`config.mk`:
```
export PLATFORM = sky130hd
export DESIGN_NAME = mul_result_accum_flat
export DESIGN_NICKNAME = d
export VERILOG_FILES = /design/src/rtl/mul_acc_pkg.sv /design/src/rtl/mul_result_accum_if.sv /design/src/rtl/mul_acc_fifo.sv /design/src/rtl/mul_result_accum.sv /design/src/flat_wrapper.sv
export SDC_FILE = /design/constraint.sdc
export NUM_CORES = 1
export LEC_CHECK = 0
export ABC_AREA = 1
export BUFFER_PORTS_ARGS = -buffer_cell sky130_fd_sc_hd__buf_2
export CORE_UTILIZATION = 35
export DETAILED_ROUTE_END_ITERATION = 8
export PLACE_DENSITY_LB_ADDON = 0.08
export SYNTH_ARGS = -nofsm -noshare
export SYNTH_HDL_FRONTEND = slang
export SYNTH_SLANG_ARGS = --single-unit
```
`constraint.sdc`:
```
create_clock -name clk -period 2.8 [get_ports clk]
set_input_delay 0.14 -clock clk [delete_from_list [all_inputs] [get_ports clk]]
set_output_delay 0.14 -clock clk [all_outputs]
set_load 0.1 [all_outputs]
```
`src/rtl/mul_acc_pkg.sv`:
```
// Shared types, default widths and saturating arithmetic for the product accumulator.
package mul_acc_pkg;

    localparam int PROD_W_DEF     = 8;
    localparam int ACC_W_DEF      = 16;
    localparam int CNT_W_DEF      = 8;
    localparam int FIFO_DEPTH_DEF = 2;

    typedef enum logic [0:0] {
        IDLE = 1'b0,
        ACC  = 1'b1
    } state_e;

    typedef struct packed {
        logic [ACC_W_DEF-1:0] sum;
        logic [CNT_W_DEF-1:0] cnt;
        logic                 sat;
    } fifo_entry_t;

    // Operands are w bits wide held in 32-bit containers; bit 32 of the result flags overflow.
    function automatic logic [32:0] sat_add(input logic [31:0] a, input logic [31:0] b, input int w);
        logic [32:0] s;
        logic [32:0] lim;
        s   = {1'b0, a} + {1'b0, b};
        lim = (33'd1 << w) - 33'd1;
        if (s > lim) begin
            return {1'b1, lim[31:0]};
        end
        return {1'b0, s[31:0]};
    endfunction

    function automatic logic [31:0] sat_inc(input logic [31:0] a, input int w);
        logic [32:0] lim;
        lim = (33'd1 << w) - 33'd1;
        if ({1'b0, a} >= lim) begin
            return a;
        end
        return a + 32'd1;
    endfunction

endpackage

```
`src/rtl/mul_result_accum_if.sv`:
```
// Product stream in, completed frame sums out with a valid/ready handshake.
interface mul_result_accum_if #(
    parameter int PROD_W = 8,
    parameter int ACC_W  = 16,
    parameter int CNT_W  = 8
);
    logic [PROD_W-1:0] prod;
    logic              prod_vld;
    logic              prod_last;
    logic [ACC_W-1:0]  sum;
    logic [CNT_W-1:0]  sum_cnt;
    logic              sum_sat;
    logic              sum_vld;
    logic              sum_rdy;

    modport master (
        output prod, prod_vld, prod_last, sum_rdy,
        input  sum, sum_cnt, sum_sat, sum_vld
    );

    modport slave (
        input  prod, prod_vld, prod_last, sum_rdy,
        output sum, sum_cnt, sum_sat, sum_vld
    );
endinterface

```
`src/rtl/mul_acc_fifo.sv`:
```
// Small synchronous FIFO for completed frame sums; the head entry is read without a
// register stage so a push at edge N is visible right after edge N, never in the same cycle.
module mul_acc_fifo #(
    parameter int W     = 25,
    parameter int DEPTH = 2
) (
    input  logic         clk,
    input  logic         reset,
    input  logic         push,
    input  logic [W-1:0] din,
    input  logic         pop,
    output logic         full,
    output logic         empty,
    output logic [W-1:0] head
);
    localparam int AW = $clog2(DEPTH);

    logic [W-1:0] mem [DEPTH];
    logic [AW:0]  wptr_reg;
    logic [AW:0]  rptr_reg;
    logic         do_push;
    logic         do_pop;

    // The extra pointer bit separates full from empty when the indices coincide.
    assign empty   = (wptr_reg == rptr_reg);
    assign full    = (wptr_reg[AW] != rptr_reg[AW]) && (wptr_reg[AW-1:0] == rptr_reg[AW-1:0]);
    assign do_pop  = pop && !empty;
    assign do_push = push && (!full || do_pop);
    assign head    = mem[rptr_reg[AW-1:0]];

    always_ff @(posedge clk) begin
        if (do_push) begin
            mem[wptr_reg[AW-1:0]] <= din;
        end
    end

    always_ff @(posedge clk) begin
        if (!reset) begin
            wptr_reg <= '0;
            rptr_reg <= '0;
        end else begin
            if (do_push) begin
                wptr_reg <= wptr_reg + 1'b1;
            end
            if (do_pop) begin
                rptr_reg <= rptr_reg + 1'b1;
            end
        end
    end
endmodule

```
`src/rtl/mul_result_accum.sv`:
```
// Accumulates multiplier products into per-frame sums and queues finished sums;
// frames closing against a full, non-draining queue are dropped and counted.
module mul_result_accum
    import mul_acc_pkg::*;
#(
    parameter int PROD_W     = PROD_W_DEF,
    parameter int ACC_W      = ACC_W_DEF,
    parameter int CNT_W      = CNT_W_DEF,
    parameter int FIFO_DEPTH = FIFO_DEPTH_DEF
) (
    input  logic                     clk,
    input  logic                     reset,
    mul_result_accum_if.slave        bus,
    output logic                     busy,
    output logic                     drop_err,
    output logic [7:0]               drop_cnt
);
    localparam int EW = ACC_W + CNT_W + 1;
    localparam logic [0:0] ST_IDLE = IDLE;
    localparam logic [0:0] ST_ACC  = ACC;

    logic [0:0]       state_reg;
    logic [ACC_W-1:0] acc_reg;
    logic [CNT_W-1:0] cnt_reg;
    logic             sat_reg;
    logic             drop_err_reg;
    logic [7:0]       drop_cnt_reg;

    logic [32:0]      add_res;
    logic [31:0]      inc_res;
    logic [ACC_W-1:0] sum_next;
    logic [CNT_W-1:0] cnt_next;
    logic             sat_next;
    logic             unused_bits;

    logic             push;
    logic             pop;
    logic             frame_drop;
    logic             fifo_full;
    logic             fifo_empty;
    logic [EW-1:0]    fifo_head;

    // acc/cnt/sat sit at zero in IDLE, so one adder path covers the first and later products.
    assign add_res     = sat_add(32'(acc_reg), 32'(bus.prod), ACC_W);
    assign inc_res     = sat_inc(32'(cnt_reg), CNT_W);
    assign sum_next    = add_res[ACC_W-1:0];
    assign cnt_next    = inc_res[CNT_W-1:0];
    assign sat_next    = sat_reg | add_res[32];
    assign unused_bits = ^{add_res[31:ACC_W], inc_res[31:CNT_W]};

    assign push       = bus.prod_vld && bus.prod_last;
    assign pop        = bus.sum_vld && bus.sum_rdy;
    assign frame_drop = push && fifo_full && !pop;

    always_ff @(posedge clk) begin
        if (!reset) begin
            state_reg    <= ST_IDLE;
            acc_reg      <= '0;
            cnt_reg      <= '0;
            sat_reg      <= 1'b0;
            drop_err_reg <= 1'b0;
            drop_cnt_reg <= '0;
        end else begin
            if (bus.prod_vld) begin
                if (bus.prod_last) begin
                    state_reg <= ST_IDLE;
                    acc_reg   <= '0;
                    cnt_reg   <= '0;
                    sat_reg   <= 1'b0;
                end else begin
                    state_reg <= ST_ACC;
                    acc_reg   <= sum_next;
                    cnt_reg   <= cnt_next;
                    sat_reg   <= sat_next;
                end
            end
            drop_err_reg <= frame_drop;
            if (frame_drop && (drop_cnt_reg != 8'hFF)) begin
                drop_cnt_reg <= drop_cnt_reg + 8'd1;
            end
        end
    end

    mul_acc_fifo #(
        .W     (EW),
        .DEPTH (FIFO_DEPTH)
    ) u_fifo (
        .clk   (clk),
        .reset (reset),
        .push  (push),
        .din   ({sum_next, cnt_next, sat_next}),
        .pop   (pop),
        .full  (fifo_full),
        .empty (fifo_empty),
        .head  (fifo_head)
    );

    // Storage is not cleared on reset, so the outputs are forced to zero while empty.
    assign bus.sum_vld = !fifo_empty;
    assign bus.sum     = fifo_empty ? '0 : fifo_head[EW-1 -: ACC_W];
    assign bus.sum_cnt = fifo_empty ? '0 : fifo_head[CNT_W:1];
    assign bus.sum_sat = fifo_empty ? 1'b0 : fifo_head[0];

    assign busy     = (state_reg == ST_ACC);
    assign drop_err = drop_err_reg;
    assign drop_cnt = drop_cnt_reg;
endmodule

```
`src/flat_wrapper.sv`:
```
// flat-port wrapper written by rule: the top's interface ports become plain ports
module mul_result_accum_flat import mul_acc_pkg::*;
#(
    parameter int PROD_W     = PROD_W_DEF,
    parameter int ACC_W      = ACC_W_DEF,
    parameter int CNT_W      = CNT_W_DEF,
    parameter int FIFO_DEPTH = FIFO_DEPTH_DEF
)
  (clk, reset, busy, drop_err, drop_cnt, bus_prod, bus_prod_vld, bus_prod_last, bus_sum_rdy, bus_sum, bus_sum_cnt, bus_sum_sat, bus_sum_vld);
  mul_result_accum_if #(.PROD_W(PROD_W), .ACC_W(ACC_W), .CNT_W(CNT_W)) bus_i ();
  input  logic clk;
  input  logic reset;
  output logic busy;
  output logic drop_err;
  output logic [7:0] drop_cnt;
  input wire logic [$bits(bus_i.prod)-1:0] bus_prod;
  input wire logic [$bits(bus_i.prod_vld)-1:0] bus_prod_vld;
  input wire logic [$bits(bus_i.prod_last)-1:0] bus_prod_last;
  input wire logic [$bits(bus_i.sum_rdy)-1:0] bus_sum_rdy;
  output wire logic [$bits(bus_i.sum)-1:0] bus_sum;
  output wire logic [$bits(bus_i.sum_cnt)-1:0] bus_sum_cnt;
  output wire logic [$bits(bus_i.sum_sat)-1:0] bus_sum_sat;
  output wire logic [$bits(bus_i.sum_vld)-1:0] bus_sum_vld;
  assign bus_i.prod = bus_prod;
  assign bus_i.prod_vld = bus_prod_vld;
  assign bus_i.prod_last = bus_prod_last;
  assign bus_i.sum_rdy = bus_sum_rdy;
  assign bus_sum = bus_i.sum;
  assign bus_sum_cnt = bus_i.sum_cnt;
  assign bus_sum_sat = bus_i.sum_sat;
  assign bus_sum_vld = bus_i.sum_vld;
  mul_result_accum #(.PROD_W(PROD_W), .ACC_W(ACC_W), .CNT_W(CNT_W), .FIFO_DEPTH(FIFO_DEPTH)) u_core (.clk(clk), .reset(reset), .bus(bus_i), .busy(busy), .drop_err(drop_err), .drop_cnt(drop_cnt));
endmodule
```
==> impl_results.md, run 1 <==
- Post-synthesis mux area share: 0.2302%
- Vias in the first global route: 3122
- Remaining global-route overflow: 0
- Routed vias/inst: 4.601
- Post-CTS Setup Inserts: 0
- Pwr Density: 696.0 nW/um2
- Post-synthesis adder-cell area fraction: 3.338%
- Hold Crit Class: in -> reg
- CTS sink cnt: 90
- Die area: 12870 um2
- Area Overhead vs Synth: 17.24%
- Synth Area in Simple Gates: 25.35%
- First-pass GRT wire length: 16350 um
- Slowest library cell on the worst path: dfxtp_1
- TNS Setup: 0 ns
- Wirelength, routed: 10300 um
- Status: finished, final reports clean
- Die height: 113.5 um
- Syn. warnings: 0
- Vias: 3409
- EDFF count, synth: 50
- DRC Markers: 0
- H-tree depth: 3
- GRT Util Overall: 16.84%
- Sequential area share after synthesis: 52.95%
- Share of the synthesized area in the top cell type: 34.53%
- WP buf/inv: 2
- Max FO, Critical Path: 25
- Final Non-Filler Cells: 741
- Layout cells sized above 1: 15.18%
- Mapped cell area: 4348 um2
- Kind of critical path: reg -> out
- CP arrival: 2.11 ns
- Post-layout minimum cycle time: 2.247 ns
- Ratio of final minimum period to clock period: 80.25%
- Syn Nets: 543
- Nets: 592
- Post-synth top flop: edfxtp_1
- Die Wd: 113.5 um
- Iteration count of the initial detailed-routing pass: 4
- Critical path cell sequence: inv_2 > nand2_1 > a21oi_1 > buf_2
- Clock Latency Late Sink: 0.34 ns
- Maxcap violations: 0
- Cts hold-fix bufs: 0
- Average cell area after synthesis: 8.377 um2
- Core Box Area: 12060 um2
- Max VDD drop: 226.6 uV
- Final Max Tran Viols: 0
- CTS Buffer Depth: 2
- Setup crit end kind: output port
- Largest stage delay on the critical path: 0.48 ns
- Largest family of logic cells by synthesized area: simple AND/OR/NAND/NOR gates
- Post-synth top cells: nand2_1, a21oi_1, edfxtp_1
- Root Buffer: clkbuf_16
- Post-Synth XOR/XNOR Area: 2.590%
- Core Rows: 40
- Placed Cells: 725
- Post-CTS Resized: 0
- Unrepaired setup endpoints after global routing: no
- IO Pins: 49
- Final Wtd Congestion: 0.8051
- Number of CTS-inserted buffers: 9
- HPWL after detailed placement: 6876 um
- Slew margin rel.: 62.16%
- Final clock skew: 0.008007 ns
- Leading area contributor after synthesis: edfxtp_1
- Max reg flops: 50
- Syn Inst Count: 519
- Starting Density: 36.05%
- PortBufs: 48
- Final Hold Fails: 0
- Synth cell types: 38
- Clock transition at path regs: 0.06 ns
- Routed wire per std cell: 13.90 um
- CTS tree: done
- Most frequent cell after synthesis: nand2_1
- Critical Path Start Type: flop
- ANT nets after route: 0
- Top Family by Delay on Critical Path: buffers and inverters
- Critical Path RT: 2.66 ns
- Compound-Gate Fraction of Synth Area: 9.640%
- Synth Register Bits: 90
- Achievable Freq: 0.4450 GHz
- Tightest Pin Transition: 0.5670 ns
- # diodes: 0
- Largest net degree at the start of global routing: 28
- Detailed router's first-iteration violation count: 166
- FFs w/ async S/R, synth: 0%
- Leak: 2.156 nW
- Antenna violations before repair: 0
- Final setup fails: 0
- Synth area leaders: edfxtp_1, dfxtp_1, nand2_1
## cell usage in the layout, fill, tap and decap left out, types with 2 or more instances in the layout
cell       Yosys  layout
nor2_1        20      20
inv_2          4       4
ha_1          10      10
xor2_1         5       5
clkbuf_16      0       9
a21oi_1       64      64
nand3_1       32      32
dfxtp_1       40      40
clkinv_1       0       2
buf_2          4      48
buf_4          0       5
xnor2_1        6       6
o21ai_1        3       3
nand3_2        2       2
edfxtp_1      50      50
and2_1         2       2
nand2_1      182     182
nand3b_1       3       3
clkinv_2       0       2
nand4_1        2       2
nor2_4         2       2
nor2_2         3       3
inv_1         47      47
o21ai_0        7       7
nor3_1         3       2
## layer usage
layer | vias to the layer above | wire length (um) | track usage (%) | part of all wire, %
met5 | - | 0 | 0 | 0
met4 | 0 | 97 | 5.351 | 0.94
met3 | 8 | 377 | 3.135 | 3.7
met2 | 55 | 4381 | 25.77 | 43
met1 | 1549 | 5445 | 24.15 | 53
li1 | 1797 | - | - | -
## cell type report
type                            instances  area, um2
Clock buffer                           10      239.0
Clock inverter                          6      56.30
Fill cell                            1226       6964
Inverter                               51      191.4
Multi-Input combinational cell        362       1800
Sequential cell                        90       2302
Tap cell                              168      210.2
Timing Repair Buffer                   54      297.8
## kinds of logic (layout without fill, tap and decap cells)
family,after synthesis,in the layout
fa+ha+maj,11,11
simple gates,258,258
compound gates,80,80
flops,90,90
buf+inv,67,121
mux,1,1
xor+xnor,12,12
## power by group
group	total [mW]	leakage (nW)	internal, mW	switching (mW)
Combinational	0.875	1.24	0.137	0.738
Sequential	1.47	0.773	1.44	0.0260
Clock	1.20	0.147	0.708	0.496
## worst register-to-register path: cells and delay by family (launching register included)
family	cells	cell delay, ns
flops	1	0.33
simple gates	7	0.86
fa+ha+maj	2	0.57
compound gates	1	0.14
buf+inv	2	0.14
## path summary, 6_finish.rpt
path                            slack [ns]  depth (start not counted)              start                  to
worst min-delay path                  0.13                          3              reset  u_core.drop_cnt[5]
worst max register to register        0.69                         12  u_core.acc_reg[0]  u_core.acc_reg[13]
worst max-delay path                  0.55                          4               flop          bus_sum[3]
worst min register to register        0.47                          2  u_core.acc_reg[0]   u_core.acc_reg[0]
## per-stage QoR
stage / setup WS, ns / cell area [um2] / utilization [%] / power, mW / hold slack, ns
5_1_grt: 0.4233 / 5097 / 42.26 / 3.678 / 0.1461
2_1_floorplan: 0.2858 / 4353 / - / 2.204 / 0.3067
6_report: 0.5529 / 5097 / 42.26 / 3.548 / 0.1305
4_1_cts: 0.4943 / 5097 / 42.26 / 3.578 / 0.1225
3_3_place_gp: 0.7388 / 4802 / 39.81 / 2.374 / 0.4582
3_5_place_dp: 0.6870 / 4802 / 39.81 / 2.377 / 0.4663
(Power assumes the default switching activity.)
==> run 2, diff against run 1 <==
==> constraint.sdc (replaced) <==
create_clock -name clk -period 2.2 [get_ports clk]
set_input_delay 0.11 -clock clk [delete_from_list [all_inputs] [get_ports clk]]
set_output_delay 0.11 -clock clk [all_outputs]
set_load 0.1 [all_outputs]
==> impl_results.md, run 2 (synthesis results as in run 1) <==
- Root Buffer: clkbuf_16
- HPWL after detailed placement: 7045 um
- Final Hold Fails: 0
- Cts hold-fix bufs: 0
- Max VDD drop: 293.3 uV
- CTS sink cnt: 90
- Multi-input logic area: 1949 um2
- CP arrival: 2.29 ns
- First-pass GRT wire length: 16700 um
- Final Max Tran Viols: 0
- Core Rows: 40
- ANT nets after route: 0
- IO Pins: 49
- Final instance area: 5316 um2
- Critical Path Start Type: flop
- Die height: 113.5 um
- R2R Path Start: u_core.acc_reg[0]
- H-tree depth: 3
- Remaining global-route overflow: 0
- Finished Core Util: 44.08%
- Vias in the first global route: 3194
- Post-layout minimum cycle time: 2.021 ns
- CTS Buffer Depth: 2
- Antenna violations before repair: 0
- Worst reg2reg path depth: 12
- Pwr Density: 906.2 nW/um2
- Commonest non-fill, non-tap cell in the layout: nand2_1
- Largest net degree at the start of global routing: 28
- Starting Density: 36.05%
- Tightest Pin Transition: 0.5799 ns
- Sequential cell area: 2305 um2
- Number of CTS-inserted buffers: 9
- Routed vias/inst: 4.717
- Hold_sp: bus_prod_vld
- Die area: 12870 um2
- Unrepaired setup endpoints after global routing: yes
- Critical Path RT: 2.47 ns
- Kind of critical path: reg -> reg
- # diodes: 0
- Die Wd: 113.5 um
- Maxcap violations: 0
- CTS tree: done
- Clock Latency Late Sink: 0.34 ns
- Iteration count of the initial detailed-routing pass: 4
- Hold Crit Class: in -> reg
- Final Wtd Congestion: 0.8304
- PortBufs: 48
- Vias: 3519
- Status: finished, final reports clean
- Placed cell area: 4901 um2
- Layout cells sized above 1: 21.45%
- Final clock skew: 0.006674 ns
- Leak: 2.244 nW
- Max FO, Critical Path: 5
- Flop-to-flop setup slack: 0.18 ns
- Detailed router's first-iteration violation count: 175
- Achievable Freq: 0.4947 GHz
- TNS Setup: 0 ns
- Slew margin rel.: 61.13%
- Ratio of final minimum period to clock period: 91.87%
- GRT Util Overall: 17.30%
- Core Box Area: 12060 um2
- Hold Path Depth: 3
- Worst r2r dst: u_core.acc_reg[13]
- Routed wire per std cell: 14.40 um
- Most frequent cells in the layout: nand2_1, edfxtp_1, buf_2
- Hold Path End: u_core.busy
- Clock transition at path regs: 0.06 ns
- DRC Markers: 0
- Nets: 597
- Wirelength, routed: 10740 um
- Total power: 4.818 mW
- Fillers: 1193
- Final setup fails: 0
- Max reg flops: 50
- Setup crit end kind: flop
- Area Overhead vs Synth: 22.27%
run 2: cell type report:
type	instances	area share, %
Timing Repair Buffer	58	5.931
Multi-Input combinational cell	363	36.67
Sequential cell	90	43.35
Tap cell	168	3.954
Clock inverter	5	1.930
Inverter	51	3.601
Clock buffer	11	4.566
run 2: what timing repair did:
| action | CTS | global route |
|---|---|---|
| endpoints found under the setup margin | 0 | 32 |
| setup buffers | 0 | 0 |
| hold endpoints to repair | 0 | 0 |
| gates resized for setup | 0 | 12 |
run 2: worst max path at each step:
stage | startpoint | endpoint | slack [ns]
after floorplan | u_core.u_fifo.wptr_reg[1] | bus_sum[15] | -0.04
after global placement | u_core.acc_reg[0] | u_core.acc_reg[10] | 0.13
after detailed placement | u_core.acc_reg[0] | u_core.acc_reg[13] | 0.05
after CTS | u_core.acc_reg[0] | u_core.acc_reg[11] | 0.04
after global routing | u_core.acc_reg[0] | u_core.acc_reg[9] | -0.06
final | u_core.acc_reg[0] | u_core.acc_reg[13] | 0.18
run 2: through the flow:
stage,cells,hold slack (ns),setup slack [ns]
2_1_floorplan,519,0.2767,-0.03930
3_3_place_gp,729,0.4418,0.1327
3_5_place_dp,729,0.4363,0.05245
4_1_cts,745,0.08441,0.04258
5_1_grt,746,0.1286,-0.06251
6_report,746,0.09131,0.1788
run 2: worst max-delay path, stage by stage (launching register included):
cell	delay, ns
dfxtp_1	0.33
ha_1	0.17
inv_1	0.06
fa_1	0.39
inv_1	0.09
nand3_1	0.09
nand3_2	0.10
nand2_1	0.11
nand2_4	0.12
nand3_4	0.15
nand3_2	0.16
nand2_1	0.05
a21oi_1	0.13
run 2: metal layers:
layer | routed length, um | track usage [%] | share of wire [%] | vias up
met4 | 143 | 6.228 | 1.3 | 0
met3 | 378 | 3.294 | 3.5 | 13
li1 | - | - | - | 1811
met2 | 4729 | 26.09 | 44 | 71
met1 | 5489 | 24.79 | 51 | 1624
met5 | 0 | 0 | 0 | -
run 2: power by group:
group	switching, mW	total, mW	internal, mW
registers	0.0234	1.86	1.84
clock network	0.638	1.78	1.14
logic	0.984	1.18	0.197
==> run 3, diff against run 2 <==
--- a/config.mk
+++ b/config.mk
@@ -10,6 +10,7 @@
 export CORE_UTILIZATION = 35
 export DETAILED_ROUTE_END_ITERATION = 8
 export PLACE_DENSITY_LB_ADDON = 0.08
+export SETUP_SLACK_MARGIN = 0.5
 export SYNTH_ARGS = -nofsm -noshare
 export SYNTH_HDL_FRONTEND = slang
 export SYNTH_SLANG_ARGS = --single-unit
==> impl_results.md, run 3 (synthesis results as in run 1) <==
- Max VDD drop: 329.9 uV
- CTS tree: done
- HPWL after detailed placement: 7251 um
- Maxcap violations: 0
- CTS sink cnt: 90
- Remaining global-route overflow: 0
- Vias: 3719
- Iteration count of the initial detailed-routing pass: 4
- # diodes: 0
- Clock Latency Late Sink: 0.34 ns
- Design internal power: 3.555 mW
- Max FO, Critical Path: 3
- Routed vias/inst: 4.780
- Leak: 2.636 nW
- Placed Cells: 730
- CP arrival: 2.02 ns
- Core Box Area: 12060 um2
- Starting Density: 36.05%
- Switching share of power: 34.88%
- Achievable Freq: 0.5172 GHz
- Routed wire per std cell: 15.25 um
- H-tree depth: 3
- Final Max Tran Viols: 0
- Status: finished, final reports clean
- Critical Path RT: 2.29 ns
- Vias in the first global route: 3610
- Final Wtd Congestion: 0.9033
- Max reg flops: 50
- Most frequent cells in the layout: nand2_1, edfxtp_1, inv_1
- Critical path cell sequence: ha_4 > inv_2 > fa_2 > inv_2 > buf_6 > nand2_2 > nand3b_1 > buf_4 > xnor2_2 > nand2_4
- Tightest Pin Transition: 0.5213 ns
- Clock power frac: 30.4%
- Top Family by Delay on Critical Path: adder cells
- Comb pwr share: 35.4%
- First-pass GRT wire length: 18400 um
- Total power: 5.459 mW
- Final clock skew: 0.005298 ns
- Critical Path Start Type: flop
- Die height: 113.5 um
- Placed cell area: 5132 um2
- Commonest non-fill, non-tap cell in the layout: nand2_1
- Unrepaired setup endpoints after global routing: yes
- CTS Buffer Depth: 2
- Ratio of final minimum period to clock period: 87.89%
- Met3 Usage GRT: 3.029%
- DRC Markers: 0
- Most common cell on crit path: inv_2
- Root Buffer: clkbuf_16
- Core Rows: 40
- Cts hold-fix bufs: 0
- Area Overhead vs Synth: 56.06%
- Clock transition at path regs: 0.06 ns
- Final instance area: 6785 um2
- Slew margin rel.: 65.20%
- Antenna violations before repair: 0
- Detailed router's first-iteration violation count: 167
- Largest stage delay on the critical path: 0.36 ns
- Slowest library cell on the worst path: fa_2
- Largest net degree at the start of global routing: 29
- Post-layout minimum cycle time: 1.934 ns
- Seq pwr share: 34.2%
- Routing usage on met2: 30.06%
- Nets: 629
- Psw: 1.904 mW
- Layout cells sized above 1: 39.18%
- WP buf/inv: 4
- Pwr Density: 804.5 nW/um2
- GRT Util Overall: 18.97%
- Global-route met1 utilization: 25.67%
- Setup crit end kind: flop
- Die area: 12870 um2
- Kind of critical path: reg -> reg
- Wirelength, routed: 11870 um
- Number of CTS-inserted buffers: 9
- IO Pins: 49
- Final setup fails: 0
- Hold Crit Class: in -> reg
- PortBufs: 48
- Gr busiest metal: met2
- ANT nets after route: 0
- Fillers: 1031
- Final Non-Filler Cells: 778
- Die Wd: 113.5 um
- Final Hold Fails: 0
[run 3: changes by cell type in the layout (fill, tap and decap cells not counted), moves of 9 or more]
cell,change
buf_12,+31
ha_1,-9
buf_4,+12
buf_6,+11
buf_2,-26
nand2_1,-21
a21oi_4,+25
a21oi_2,-13
dfxtp_1,-15
nand2_4,+9
a21oi_1,-12
nand2_2,+11
[run 3: cell type report]
cell class                 count  area (um2)  share of cell area, %
sequential                    90        2341                  34.50
inverter                      51       202.7                  2.987
multi-input combinational    363        2587                  38.13
clock inverter                 6       90.09                  1.328
timing repair buffer          90        1125                  16.58
tap                          168       210.2                  3.098
clock buffer                  10       229.0                  3.375
[run 3: power groups by stage]
stage	registers [mW]	logic, mW	clock network, mW
floorplan	1.90	1.03	0
global placement	1.90	1.27	0
detailed placement	1.90	1.28	0
CTS	1.86	1.81	1.70
global route	1.87	2.01	1.77
finish	1.87	1.93	1.66
[run 3: repair_timing]
| action | 4_1_cts | 5_1_grt |
|---|---|---|
| cloned | 3 | 3 |
| setup buffers | 16 | 10 |
| pin swaps | 20 | 22 |
| endpoints found under the setup margin | 79 | 133 |
| gates resized for setup | 164 | 76 |
[run 3: per-layer routing]
metal,vias up,routed length (um)
met5,-,0
met4,0,248
met3,12,411
met2,68,5641
met1,1755,5564
li1,1884,-
[run 3: through the flow]
stage	hold WS (ns)	worst slack (ns)	TNS, ns	utilization [%]
6_report	0.09055	0.2663	0	56.26
5_1_grt	0.1009	0.2058	0	56.26
3_5_place_dp	0.4479	0.2628	0	42.55
4_1_cts	0.08679	0.2994	0	52.20
2_1_floorplan	0.2767	-0.02827	-0.1131	-
3_3_place_gp	0.4410	0.3229	0	42.55
[run 3: path summary, 6_finish.rpt]
path	startpoint	endpoint	slack [ns]	cells after the start
worst max register to register	u_core.acc_reg[0]	u_core.u_fifo.mem[1][15]	0.27	10
worst max-delay path	u_core.acc_reg[0]	u_core.u_fifo.mem[1][15]	0.27	10
worst min-delay path	reset	u_core.u_fifo.wptr_reg[1]	0.09	3
worst min register to register	u_core.drop_cnt[6]	u_core.drop_cnt[6]	0.47	2
[run 3: worst register-to-register path, cell delays in order, from the launching register on]
cell and delay, ns:
dfxtp_2 0.35, ha_4 0.13, inv_2 0.03, fa_2 0.36, inv_2 0.10, buf_6 0.10
nand2_2 0.04, nand3b_1 0.21, buf_4 0.17, xnor2_2 0.12, nand2_4 0.07
